**config.mk**
```make
export PLATFORM = sky130hd
export DESIGN_NAME = demux2_buffered
export DESIGN_NICKNAME = d
export VERILOG_FILES = /design/src/rtl/demux2_buffered.sv
export SDC_FILE = /design/constraint.sdc
export NUM_CORES = 1
export LEC_CHECK = 0
export CELL_PAD_IN_SITES_DETAIL_PLACEMENT = 1
export CELL_PAD_IN_SITES_GLOBAL_PLACEMENT = 1
export CORE_UTILIZATION = 36
export DETAILED_ROUTE_END_ITERATION = 6
export PLACE_DENSITY_LB_ADDON = 0.08
export SLEW_MARGIN = 5
export SYNTH_ARGS = -nofsm -noshare
export SYNTH_HDL_FRONTEND = slang
export SYNTH_SLANG_ARGS = --single-unit
```
**constraint.sdc**
```tcl
create_clock -name clk -period 2.3 [get_ports clk]
set_clock_uncertainty 0.1 [all_clocks]
set_input_delay 0.69 -clock clk [delete_from_list [all_inputs] [get_ports clk]]
set_output_delay 0.69 -clock clk [all_outputs]
set_load 0.05 [all_outputs]
```
**src/rtl/demux2_buffered.sv**
```systemverilog
// demux2_buffered: steers words from one shared source bus into CHANNELS
// holding registers, each with a valid/ack handshake to its consumer.
// A word aimed at an occupied, un-acked channel (or at a select beyond the
// last channel) is refused, flagged in a sticky overflow bit and counted.
//
// Ports:
//   clk, rst_n     clock, asynchronous active-low reset
//   in, select     source word and destination channel index
//   in_valid       source presents a word this cycle
//   in_ready       combinational: the presented word will be accepted
//   out            channel registers, channel i at [i*WIDTH +: WIDTH]
//   out_valid      per-channel word-held flags
//   out_ack        per-channel consumer acknowledge
//   overflow       sticky refused-word flag
//   overflow_clr   synchronous clear of overflow and drop_count
//   drop_count     saturating count of refused words
module demux2_buffered #(
    parameter int unsigned WIDTH     = 8,
    parameter int unsigned CHANNELS  = 4,
    parameter int unsigned SEL_WIDTH = 2
) (
    input  logic                      clk,
    input  logic                      rst_n,
    input  logic [WIDTH-1:0]          in,
    input  logic [SEL_WIDTH-1:0]      select,
    input  logic                      in_valid,
    output logic                      in_ready,
    output logic [CHANNELS*WIDTH-1:0] out,
    output logic [CHANNELS-1:0]       out_valid,
    input  logic [CHANNELS-1:0]       out_ack,
    output logic                      overflow,
    input  logic                      overflow_clr,
    output logic [7:0]                drop_count
);

    localparam int unsigned   CNT_W   = 8;
    localparam logic [CNT_W-1:0] CNT_MAX = '1;

    logic [CHANNELS-1:0] sel_hit;
    logic                accept;
    logic                refuse;

    // Decode select; an out-of-range select hits no channel and is never ready.
    always_comb begin
        sel_hit  = '0;
        in_ready = 1'b0;
        for (int unsigned i = 0; i < CHANNELS; i++) begin
            if (select == SEL_WIDTH'(i)) begin
                sel_hit[i] = 1'b1;
                in_ready   = ~out_valid[i] | out_ack[i];
            end
        end
    end

    assign accept = in_valid & in_ready;
    assign refuse = in_valid & ~in_ready;

    // Channel registers: a load takes priority over an ack so a same-cycle
    // ack + write passes the new word straight through with valid held high.
    always_ff @(posedge clk or negedge rst_n) begin
        if (!rst_n) begin
            out       <= '0;
            out_valid <= '0;
        end else begin
            for (int unsigned i = 0; i < CHANNELS; i++) begin
                if (accept && sel_hit[i]) begin
                    out[i*WIDTH +: WIDTH] <= in;
                    out_valid[i]          <= 1'b1;
                end else if (out_ack[i]) begin
                    out_valid[i] <= 1'b0;
                end
            end
        end
    end

    // Refuse bookkeeping; a refuse in the same cycle as a clear restarts the count at one.
    always_ff @(posedge clk or negedge rst_n) begin
        if (!rst_n) begin
            overflow   <= 1'b0;
            drop_count <= '0;
        end else if (refuse) begin
            overflow <= 1'b1;
            if (overflow_clr) begin
                drop_count <= CNT_W'(1);
            end else if (drop_count != CNT_MAX) begin
                drop_count <= drop_count + CNT_W'(1);
            end
        end else if (overflow_clr) begin
            overflow   <= 1'b0;
            drop_count <= '0;
        end
    end

endmodule

```
==> results.rst, run 1 <==
.. list-table::
   :header-rows: 1

   * - Metric
     - Value
   * - Fraction of final layout cells with drive strength greater than 1
     - approximately 40%
   * - Clock tree root buffer cell
     - sky130_fd_sc_hd__clkbuf_8
   * - Worst skew pair latency
     - between 200 and 300 ps
   * - Max-capacitance violation count
     - 0
   * - H-tree levels
     - 2
   * - Routability congestion estimate
     - ~0.8
   * - Endpoint of the worst register-to-register path
     - drop_count[3]
   * - Leakage
     - 1.48 nW
   * - Kind of path behind the tightest hold check
     - input pin to asynchronous set/reset pin
   * - Final critical delay including setup and external delays
     - between 2000 and 2500 ps
   * - Number of synthesized flops with an enable pin
     - 0
   * - Final standard cell area without fillers
     - 0.00290 mm2
   * - Quantity of I/O buffers inserted on ports
     - 63
   * - Max_slew headroom
     - between 60 and 70%
   * - Via count
     - 1460
   * - Sinks on the clock net
     - 45
   * - Setup violation total in the final timing report
     - 1
   * - Achievable frequency
     - roughly 420 MHz
   * - Number of storage elements in the synthesis netlist
     - 45
   * - Synth-to-Final Area Change
     - 48.5%
   * - Number of search-and-repair iterations in the first detailed-routing pass
     - 2
   * - Worst-case hold slack
     - around 360 ps
   * - Cell area reported after detailed placement
     - around 0.0027 mm2
   * - Dominant synthesized flop cell
     - sky130_fd_sc_hd__dfrtp_1
   * - Setup slack, reg-to-reg
     - around 210 ps
   * - Top post-synthesis cells by count
     - 45 x sky130_fd_sc_hd__dfrtp_1, 34 x sky130_fd_sc_hd__mux2_2, 8 x sky130_fd_sc_hd__nand2_1
   * - Storage element area
     - 0.00113 mm2
   * - Combined area of the multi-input logic cells
     - between 700 and 800 um2
   * - TritonCTS clock tree
     - yes
   * - Height of the die
     - approximately 76 um
   * - Crit path max fanout
     - 2
   * - Slew @ Worst Pin
     - between 500 and 600 ps
   * - Power Dens Cells
     - ~850 mW/mm2
   * - Crit end category
     - primary output
   * - Worst setup slack after layout
     - -98.3 ps
   * - Synthesized netlist cell count
     - 143
   * - Critical setup path kind
     - input pin to primary output
   * - Most frequently used cell type in the post-synthesis netlist
     - sky130_fd_sc_hd__dfrtp_1
   * - Fraction of the yosys area taken by sequential cells
     - about 58%
   * - Clock Pin Slew Worst Setup and Hold Paths
     - around 90 ps
   * - TritonCTS buffer count
     - 5
   * - Share of Yosys cell area claimed by the top area cell type
     - 57.8%
   * - Final worst-path cycle share
     - 104%
   * - Syn_area_per_cell
     - between 10 and 15 um2
   * - Buffer levels on the longest clock path
     - 2
   * - Global-route total usage across every layer
     - around 18%
   * - Total wire length
     - between 4000 and 5000 um
   * - Antenna violations before repair
     - 0
   * - Post-CTS Hold Buffers
     - 0
   * - Worst supply voltage drop on vdd
     - 0.492 mV
   * - HPWL Detailed
     - between 3000 and 4000 um
   * - Post-route ant nets
     - 0
   * - DR vias/cell
     - 4.90
   * - Required time at the worst-slack endpoint
     - around 1500 ps
   * - Unique cell type count in the Yosys netlist
     - 30
   * - Number of core rows
     - 26
   * - Type of element launching the critical path
     - input pin
   * - Beginning of the worst register-to-register path
     - out_valid[0]
   * - Share of synthesized registers carrying an async set or reset
     - 100%
   * - Yosys warning total
     - 0
   * - Net count after synthesis
     - 162
   * - Setup repair after global routing missed its margin
     - true
   * - Post-Place Worst Slack
     - -532 ps
   * - Pin count of the biggest net entering global routing
     - 46
   * - Iter 0 DRT Violations
     - 40
   * - Post-synth design cell area
     - 0.00195 mm2
   * - First-pass GRT wire length
     - roughly 7500 um
   * - Pins over their slew limit
     - 0
   * - Cell taking the most area after synthesis
     - sky130_fd_sc_hd__dfrtp_1
   * - Worst reg2reg path depth
     - 6
   * - Violated checks
     - setup timing
   * - Post-route DRC
     - 0
   * - Number of global-route vias before repair
     - between 1500 and 2000
   * - Post-layout nets
     - 246
   * - N_diodes
     - 0
   * - Initial Utilization
     - approximately 38%
   * - Status
     - complete, but fails checks
   * - Overflow after GRT
     - 0
   * - Hold violation total from the final report
     - 0
   * - Area of the die
     - ~0.0057 mm2
   * - Fin Setup TNS
     - -98.3 ps
   * - IO Count
     - 64
   * - Count of filler cells inserted in the layout
     - ~520
   * - Endpoint arrival time on the critical path
     - 1610 ps
   * - Final core utilization
     - 56.0%
   * - Core Box Area
     - 0.00517 mm2
   * - Post-DR wirelength/cell
     - roughly 16 um
   * - Die span in x
     - between 70 and 80 um
   * - Most area-consuming cells after synthesis
     - sky130_fd_sc_hd__dfrtp_1 58%, sky130_fd_sc_hd__mux2_2 20%, sky130_fd_sc_hd__nand2b_4 2.8%
worst max path at each step:
stage / startpoint / slack [ps] / cells after the start / end
global placement: select[1] / -510 / 3 / in_ready
CTS: out_ack[3] / -100 / 4 / in_ready
floorplan: out_ack[3] / -6 / 5 / drop_count[4]
global route: out_ack[1] / -110 / 4 / in_ready
finish: out_ack[3] / -100 / 4 / in_ready
detailed placement: select[1] / -530 / 3 / in_ready
cells in the final DEF, fill, tap and decap left out:
master,count
sky130_fd_sc_hd__and3_1,1
sky130_fd_sc_hd__nand3_1,5
sky130_fd_sc_hd__nor4_2,1
sky130_fd_sc_hd__inv_1,5
sky130_fd_sc_hd__mux2_1,2
sky130_fd_sc_hd__nor3b_1,2
sky130_fd_sc_hd__a2111o_1,1
sky130_fd_sc_hd__o21ai_0,4
sky130_fd_sc_hd__mux4_2,1
sky130_fd_sc_hd__o21a_1,1
sky130_fd_sc_hd__dlygate4sd2_1,1
sky130_fd_sc_hd__buf_8,1
sky130_fd_sc_hd__inv_6,1
sky130_fd_sc_hd__clkbuf_8,6
sky130_fd_sc_hd__or3_1,2
sky130_fd_sc_hd__nand2b_4,4
sky130_fd_sc_hd__nor2_1,5
sky130_fd_sc_hd__nand4_1,1
sky130_fd_sc_hd__buf_4,34
sky130_fd_sc_hd__buf_2,2
sky130_fd_sc_hd__nor4b_2,1
sky130_fd_sc_hd__nor3b_2,1
sky130_fd_sc_hd__dlymetal6s2s_1,23
sky130_fd_sc_hd__clkdlybuf4s50_1,16
sky130_fd_sc_hd__clkinv_4,1
sky130_fd_sc_hd__nor2b_1,5
sky130_fd_sc_hd__o32ai_1,1
sky130_fd_sc_hd__nand2_1,8
sky130_fd_sc_hd__nand2b_1,1
sky130_fd_sc_hd__mux2i_1,1
sky130_fd_sc_hd__mux2_2,34
sky130_fd_sc_hd__a21oi_1,1
sky130_fd_sc_hd__nor3_1,4
sky130_fd_sc_hd__dfrtp_1,45
sky130_fd_sc_hd__o221a_2,1
sky130_fd_sc_hd__buf_6,4
sky130_fd_sc_hd__ha_1,1
stage by stage:
stage	cells	power, mW
after detailed placement	287	1.98
after global placement	287	1.95
after global routing	298	2.59
after floorplan	143	1.61
after CTS	298	2.52
final	298	2.47
cell type report:
| cell class | count | share of cell area, % |
|---|---|---|
| Clock inverter | 2 | 0.605 |
| Tap cell | 70 | 3.03 |
| Inverter | 5 | 0.648 |
| Timing Repair Buffer | 81 | 27.0 |
| Clock buffer | 6 | 2.85 |
| Sequential cell | 45 | 38.9 |
| Multi-Input combinational cell | 89 | 27.0 |
repair_timing:
item                       in CTS  in global routing
pin swaps                       0                  0
resized for setup              22                 24
setup buffers                   3                  0
hold endpoints to repair        0                  0
setup endpoints to repair       8                 27
report_power, final:
part           switching [mW]  internal, mW
Combinational           0.612         0.344
Clock                   0.279         0.250
Sequential             0.0727         0.918
Total                   0.964          1.51
registers in the layout, indices dropped and copies added, names as in the netlist:
name        cells
out_valid       4
drop_count      8
out            32
overflow        1
logic make-up after synthesis:
logic type,Yosys count,share of synthesized area (%)
buffers and inverters,9,2.18
muxes,38,22.5
adders and majority gates,1,0.642
AOI/OAI and AO/OA,9,3.27
and+or+nand+nor,41,13.7
DFF,45,57.8
metal layers:
layer | share of wire, % | global-route usage, % | wire (um) | vias to the layer above
li1 | - | - | - | 675
met1 | 46 | 24.4 | 2220 | 735
met4 | 0.90 | 4.32 | 43 | 0
met2 | 47 | 29.3 | 2270 | 46
met5 | 0 | 0 | 0 | -
met3 | 5.5 | 5.29 | 266 | 4
critical path: stages:
cell and delay, ps:
sky130_fd_sc_hd__buf_6 90, sky130_fd_sc_hd__nand2b_4 130, sky130_fd_sc_hd__mux4_2 520, sky130_fd_sc_hd__buf_8 180
Note: power is estimated with default switching activity, not from simulation.
==> inputs of run 2 (changes only) <==
Settings changed: TNS_END_PERCENT from default to 20.
==> run 2 against run 1 <==
  * The run still ends with setup timing left
  * Cell count up 1.3%
  * Global-route usage up 0.63 points
  * Flip-flop and latch count unchanged
  * Fmax increased by 0.46%
  * Clock-buffer cell count unchanged
  * Core utilization decreased by 0.46 points
  * Largest power group unchanged
  * Highest routed layer unchanged
==> results.rst, run 2 (synthesis results as in run 1) <==
.. list-table::
   :header-rows: 1

   * - Metric
     - Value
   * - Status
     - complete, but fails checks
   * - Violated checks
     - setup timing
   * - Final critical delay including setup and external delays
     - 2390 ps (-11.0 ps)
   * - Quantity of I/O buffers inserted on ports
     - 63 (unchanged)
   * - Post-DR wirelength/cell
     - 16.3 um (+1.4%)
   * - Number of core rows
     - 26 (unchanged)
   * - Max_slew headroom
     - 64.8% (+3.3 points)
   * - Required time at the worst-slack endpoint
     - 1510 ps (about the same)
   * - Worst supply voltage drop on vdd
     - 0.515 mV (+4.7%)
   * - Die span in x
     - 75.6 um (unchanged)
   * - Via count
     - 1445 (-1.0%)
   * - Core Box Area
     - 0.00517 mm2 (unchanged)
   * - Overflow after GRT
     - 0 (unchanged)
   * - Number of global-route vias before repair
     - 1592 (+4.1%)
   * - Crit path max fanout
     - 2 (unchanged)
   * - Post-CTS Hold Buffers
     - 0 (unchanged)
   * - Final worst-path cycle share
     - 104% (-0.48 points)
   * - Endpoint arrival time on the critical path
     - 1600 ps (about the same)
   * - Leakage
     - 1.35 nW (-8.6%)
   * - Routability congestion estimate
     - 0.832 (+4.1%)
   * - Combined area of the multi-input logic cells
     - 781 um2 (unchanged)
   * - Power Dens Cells
     - 854 mW/mm2 (about the same)
   * - Clock Pin Slew Worst Setup and Hold Paths
     - 80 ps (about the same)
   * - Post-layout nets
     - 250 (+1.6%)
   * - First-pass GRT wire length
     - 7800 um (+3.6%)
   * - Post-Place Worst Slack
     - -512 ps (+20.2 ps)
   * - Pins over their slew limit
     - 0 (unchanged)
   * - Pin count of the biggest net entering global routing
     - 23 (-50%)
   * - Total power
     - 2.45 mW (-0.92%)
   * - Max incr delay on CP
     - 510 ps (about the same)
   * - Storage element area
     - 0.00113 mm2 (unchanged)
   * - Initial Utilization
     - 37.7% (unchanged)
   * - Height of the die
     - 75.6 um (unchanged)
   * - Critical setup path kind
     - input pin to primary output
   * - Hold violation total from the final report
     - 0 (unchanged)
   * - Setup violation total in the final timing report
     - 1 (unchanged)
   * - DR vias/cell
     - 4.78 (-2.3%)
   * - GR met2 Demand/Resource
     - 33.3% (+4.1 points)
   * - Kind of path behind the tightest hold check
     - input pin to asynchronous set/reset pin
   * - TritonCTS buffer count
     - 5 (unchanged)
   * - Most frequent cells in the layout
     - 45 x sky130_fd_sc_hd__dfrtp_1, 38 x sky130_fd_sc_hd__buf_4, 34 x sky130_fd_sc_hd__mux2_2
   * - Achievable frequency
     - 419 MHz (+0.46%)
   * - TritonCTS clock tree
     - yes
   * - Largest delay contributor family on the critical path
     - multiplexers
   * - Number of search-and-repair iterations in the first detailed-routing pass
     - 4 (+2)
   * - Slew @ Worst Pin
     - 527 ps (-50.1 ps)
   * - Grt peak-use layer
     - met2
   * - Antenna violations before repair
     - 0 (unchanged)
   * - Type of element launching the critical path
     - input pin
   * - Post-route ant nets
     - 0 (unchanged)
   * - Worst-case hold slack
     - 259 ps (-104 ps)
   * - Fin Setup TNS
     - -87.3 ps (+11.0 ps)
   * - Worst-path cell with the longest stage delay
     - sky130_fd_sc_hd__mux4_2
   * - Register with the most flip-flops
     - out
   * - Fraction of final layout cells with drive strength greater than 1
     - 41.4% (+1.0 points)
   * - Global-route total usage across every layer
     - 18.8% (+0.63 points)
   * - Max-capacitance violation count
     - 0 (unchanged)
   * - Worst skew pair latency
     - 280 ps (about the same)
   * - H-tree levels
     - 2 (unchanged)
   * - N_diodes
     - 0 (unchanged)
   * - Clock tree root buffer cell
     - sky130_fd_sc_hd__clkbuf_8
   * - IO Count
     - 64 (unchanged)
   * - Global-route met1 utilization
     - 22.8% (-1.7 points)
   * - Fraction of met3 tracks used by global routing
     - 4.76% (-0.53 points)
   * - Buffer levels on the longest clock path
     - 2 (unchanged)
   * - Crit end category
     - primary output
   * - Total wire length
     - 4930 um (+2.8%)
   * - Post-route DRC
     - 0 (unchanged)
   * - Count of filler cells inserted in the layout
     - 531 (+2.3%)
   * - Largest registers
     - out (32), drop_count (8), out_valid (4)
   * - Most common library cell in the layout ignoring fill and taps
     - sky130_fd_sc_hd__dfrtp_1
   * - Setup repair after global routing missed its margin
     - true
   * - Cells along the critical path
     - buf_6, nand2b_4, mux4_2, buf_8
   * - Iter 0 DRT Violations
     - 45 (+13%)
   * - Area of the die
     - 0.00571 mm2 (unchanged)
   * - Sinks on the clock net
     - 45 (unchanged)
   * - Max reg flops
     - 32 (unchanged)
   * - Worst setup slack after layout
     - -87.3 ps (+11.0 ps)
   * - Number of buffers and inverters on the critical path
     - 2 (unchanged)
   * - Synth-to-Final Area Change
     - 47.3%
   * - HPWL Detailed
     - 3760 um (+10%)
[run 2: cell count changes in the layout (fill, tap and decap cells not counted), sizes merged]
cell / delta
buf: +4
clkdlybuf4s50: +15
clkinv: +1
dlymetal6s2s: -15
inv: -1
[run 2: worst paths after layout]
| path | startpoint | to | slack [ps] | depth (start not counted) |
|---|---|---|---|---|
| setup / recovery | out_ack[3] | in_ready | -90 | 4 |
| hold / removal | rst_n | out[24] | 260 | 1 |
| setup reg to reg | out_valid[1] | drop_count[5] | 250 | 5 |
| hold reg to reg | out[4] | out[4] | 410 | 1 |
| max in group asynchronous | rst_n | out[13] | 1280 | 2 |
| min in group clk | out[4] | out[4] | 410 | 1 |
[run 2: layout make-up]
| class | instances | area share, % |
|---|---|---|
| Clock buffer | 6 | 2.88 |
| Clock inverter | 2 | 0.479 |
| Inverter | 5 | 0.654 |
| Multi-Input combinational cell | 89 | 27.2 |
| Sequential cell | 45 | 39.2 |
| Tap cell | 70 | 3.05 |
| Timing Repair Buffer | 85 | 26.5 |
[run 2: power breakdown]
part	internal (mW)	total, mW	leakage [nW]	switching, mW
Sequential	0.918	0.988	0.556	0.0705
Combinational	0.351	0.967	0.742	0.616
Clock	0.243	0.496	0.0512	0.253
[run 2: worst register-to-register path, cell delays in order, from the launching register on]
cell                       delay, ps
sky130_fd_sc_hd__dfrtp_1         410
sky130_fd_sc_hd__nand2b_4         70
sky130_fd_sc_hd__mux4_2          500
sky130_fd_sc_hd__buf_4           200
sky130_fd_sc_hd__nor4_2          300
sky130_fd_sc_hd__mux2_1          360
[run 2: through the flow]
stage	utilization, %	cell area [um2]	std cells
global placement	52.7	2720	289
global route	55.5	2870	302
detailed placement	52.7	2720	289
finish	55.5	2870	302
floorplan	-	1950	143
CTS	54.7	2830	300
[run 2: per-layer routing]
| metal | part of all wire (%) | vias up | wire, um |
|---|---|---|---|
| met4 | 0.45 | 0 | 22 |
| met5 | 0 | - | 0 |
| met1 | 41 | 722 | 2030 |
| li1 | - | 684 | - |
| met3 | 4.0 | 2 | 195 |
| met2 | 54 | 37 | 2680 |
[run 2: what timing repair did]
item | 4_1_cts | 5_1_grt
setup buffers | 3 | 2
setup endpoints to repair | 7 | 9
resized for setup | 21 | 9
==> inputs of run 3 (changes only) <==
Settings changed: GPL_ROUTABILITY_DRIVEN from default to 0, REMOVE_ABC_BUFFERS from default to 1, SETUP_SLACK_MARGIN from default to 0.5.
==> run 3 against run 2 <==
  * Combinational power shrank 8.5%
  * Hold slack better by 24 ps
  * Sequential power about the same
  * The run still ends with setup timing left
  * Final area increased by 1.2%
  * Die area did not move
  * Cell count grew 0.33%
  * Fmax is 1.5% lower
  * Largest cell class unchanged
  * Clock-buffer cell count is 1 lower
  * Non-clock buffer count rose by 1
  * Setup slack worse by 36 ps
  * First-iteration DRC count fell by 38%
==> results.rst, run 3 (synthesis results as in run 1) <==
.. list-table::
   :header-rows: 1

   * - Metric
     - Value
   * - Most frequent cells in the layout
     - 40 x sky130_fd_sc_hd__dfrtp_1, 34 x sky130_fd_sc_hd__buf_2, 32 x sky130_fd_sc_hd__mux2_2
   * - Number of global-route vias before repair
     - 1661 (+4.3%)
   * - Iter 0 DRT Violations
     - 28 (-38%)
   * - Hold violation total from the final report
     - 0 (unchanged)
   * - Buffer levels on the longest clock path
     - 2 (unchanged)
   * - Post-route DRC
     - 0 (unchanged)
   * - Post-route ant nets
     - 0 (unchanged)
   * - Internal cell power
     - 1.61 mW (+6.5%)
   * - Max_slew headroom
     - 61.3% (-3.5 points)
   * - Number of search-and-repair iterations in the first detailed-routing pass
     - 4 (unchanged)
   * - Clock Pin Slew Worst Setup and Hold Paths
     - 90 ps (about the same)
   * - Violated checks
     - setup timing
   * - Storage element area
     - 0.00113 mm2 (+0.56%)
   * - Total wire length
     - 5400 um (+9.6%)
   * - Quantity of I/O buffers inserted on ports
     - 63 (unchanged)
   * - Height of the die
     - 75.6 um (unchanged)
   * - Post-layout nets
     - 251 (+0.40%)
   * - Cell area reported after detailed placement
     - 0.00277 mm2 (+1.8%)
   * - TritonCTS buffer count
     - 5 (unchanged)
   * - Die span in x
     - 75.6 um (unchanged)
   * - Pins over their slew limit
     - 0 (unchanged)
   * - Setup repair after global routing missed its margin
     - true
   * - Clock tree root buffer cell
     - sky130_fd_sc_hd__clkbuf_8
   * - Worst skew pair latency
     - 290 ps (about the same)
   * - Register with the most flip-flops
     - out
   * - Final worst-path cycle share
     - 105% (+1.6 points)
   * - Global-route total usage across every layer
     - 20.7% (+1.9 points)
   * - Worst supply voltage drop on vdd
     - 0.576 mV (+12%)
   * - Post-DR wirelength/cell
     - 17.8 um (+9.3%)
   * - DR vias/cell
     - 4.97 (+3.9%)
   * - Combinational share of power
     - 34.4% (-5.1 points)
   * - Pin count of the biggest net entering global routing
     - 25 (+8.7%)
   * - Sinks on the clock net
     - 45 (unchanged)
   * - IO Count
     - 64 (unchanged)
   * - Overflow after GRT
     - 0 (unchanged)
   * - Most common library cell in the layout ignoring fill and taps
     - sky130_fd_sc_hd__dfrtp_1
   * - Via count
     - 1506 (+4.2%)
   * - Fraction of final layout cells with drive strength greater than 1
     - 61.4% (+20 points)
   * - Number of core rows
     - 26 (unchanged)
   * - Seq pwr share
     - 38.5% (-1.8 points)
   * - H-tree levels
     - 2 (unchanged)
   * - Crit end category
     - primary output
   * - Type of element launching the critical path
     - input pin
   * - Area of the die
     - 0.00571 mm2 (unchanged)
   * - Relative contribution of the clock network to total power
     - 27.1% (+6.9 points)
   * - Setup slack, reg-to-reg
     - 190 ps (-60 ps)
   * - Max-capacitance violation count
     - 0 (unchanged)
   * - Power Dens Cells
     - 885 mW/mm2 (+3.6%)
   * - Endpoint arrival time on the critical path
     - 1630 ps (+30 ps)
   * - Leakage
     - 1.33 nW (-1.8%)
   * - Synth-to-Final Area Change
     - 49.1%
   * - Total power
     - 2.57 mW (+4.9%)
   * - Achievable frequency
     - 413 MHz (-1.5%)
   * - Core Box Area
     - 0.00517 mm2 (unchanged)
   * - Final critical delay including setup and external delays
     - 2420 ps (+36.3 ps)
   * - Setup violation total in the final timing report
     - 1 (unchanged)
   * - Count of filler cells inserted in the layout
     - 534 (+0.56%)
   * - Crit path max fanout
     - 2 (unchanged)
   * - Antenna violations before repair
     - 0 (unchanged)
   * - TritonCTS clock tree
     - yes
   * - Kind of path behind the tightest hold check
     - input pin to asynchronous set/reset pin
   * - Final core utilization
     - 56.2% (+0.68 points)
   * - Final standard cell area without fillers
     - 0.00291 mm2 (+1.2%)
   * - Net Sw Frac
     - 37.4% (-0.96 points)
   * - First-pass GRT wire length
     - 8480 um (+8.7%)
   * - Critical setup path kind
     - input pin to primary output
   * - N_diodes
     - 0 (unchanged)
   * - Status
     - complete, but fails checks
   * - Initial Utilization
     - 37.7% (unchanged)
   * - Required time at the worst-slack endpoint
     - 1510 ps (about the same)
   * - Largest registers
     - out (32), drop_count (8), out_valid (4)
   * - Max reg flops
     - 32 (unchanged)
   * - Combined area of the multi-input logic cells
     - 878 um2 (+12%)
   * - HPWL Detailed
     - 3900 um (+3.7%)
   * - Slew @ Worst Pin
     - 580 ps (+53.0 ps)
   * - Net switching power figure
     - 0.961 mW (+2.2%)
   * - Worst setup slack after layout
     - -124 ps (-36.3 ps)
-- run 3: through the flow --
stage | hold slack (ps) | std cells | setup TNS (ps) | worst slack [ps]
after floorplan | 294 | 139 | -237 | -95.7
after global placement | 389 | 292 | -4990 | -488
after detailed placement | 401 | 292 | -6150 | -531
after CTS | 291 | 302 | -124 | -124
after global routing | 317 | 303 | -128 | -128
final | 283 | 303 | -124 | -124
-- run 3: area by class of cell --
cell class	instances	share of cell area, %
clock buffer	5	2.37
clock inverter	3	2.24
inverter	5	0.646
multi-input combinational	89	30.2
sequential	45	39.0
tap	70	3.01
timing repair buffer	86	22.6
-- run 3: worst paths after layout --
kind	endpoint	startpoint	cells past startpoint
max reg2reg	drop_count[3]	out_valid[3]	7
min reg2reg	out[28]	out[28]	1
max in group asynchronous	drop_count[0]	rst_n	2
min in group clk	out[28]	out[28]	1
max	in_ready	out_ack[3]	4
min	drop_count[7]	rst_n	1
-- run 3: repair_timing --
action,CTS,global route
resized for setup,186,23
hold buffers,0,0
endpoints found under the setup margin,73,38
buffers inserted,2,1
pin swaps,1,7
-- run 3: worst max-delay path, stage by stage --
cell and delay, ps:
sky130_fd_sc_hd__buf_6 90, sky130_fd_sc_hd__nand2b_4 130, sky130_fd_sc_hd__mux4_2 540, sky130_fd_sc_hd__buf_8 180
-- run 3: per-layer routing --
layer	vias to the layer above	global-route usage (%)	wire length (um)
li1	679	-	-
met1	772	23.0	2040
met2	45	39.3	3060
met3	10	4.10	199
met4	0	7.20	101
met5	-	0	0
-- run 3: power by group through the flow --
| stage | Clock, mW | Combinational [mW] | Sequential, mW |
|---|---|---|---|
| floorplan | 0 | 0.147 | 1.45 |
| global placement | 0 | 0.966 | 0.997 |
| detailed placement | 0 | 0.980 | 1.01 |
| CTS | 0.722 | 0.883 | 0.993 |
| global route | 0.753 | 0.925 | 1.01 |
| finish | 0.696 | 0.885 | 0.991 |
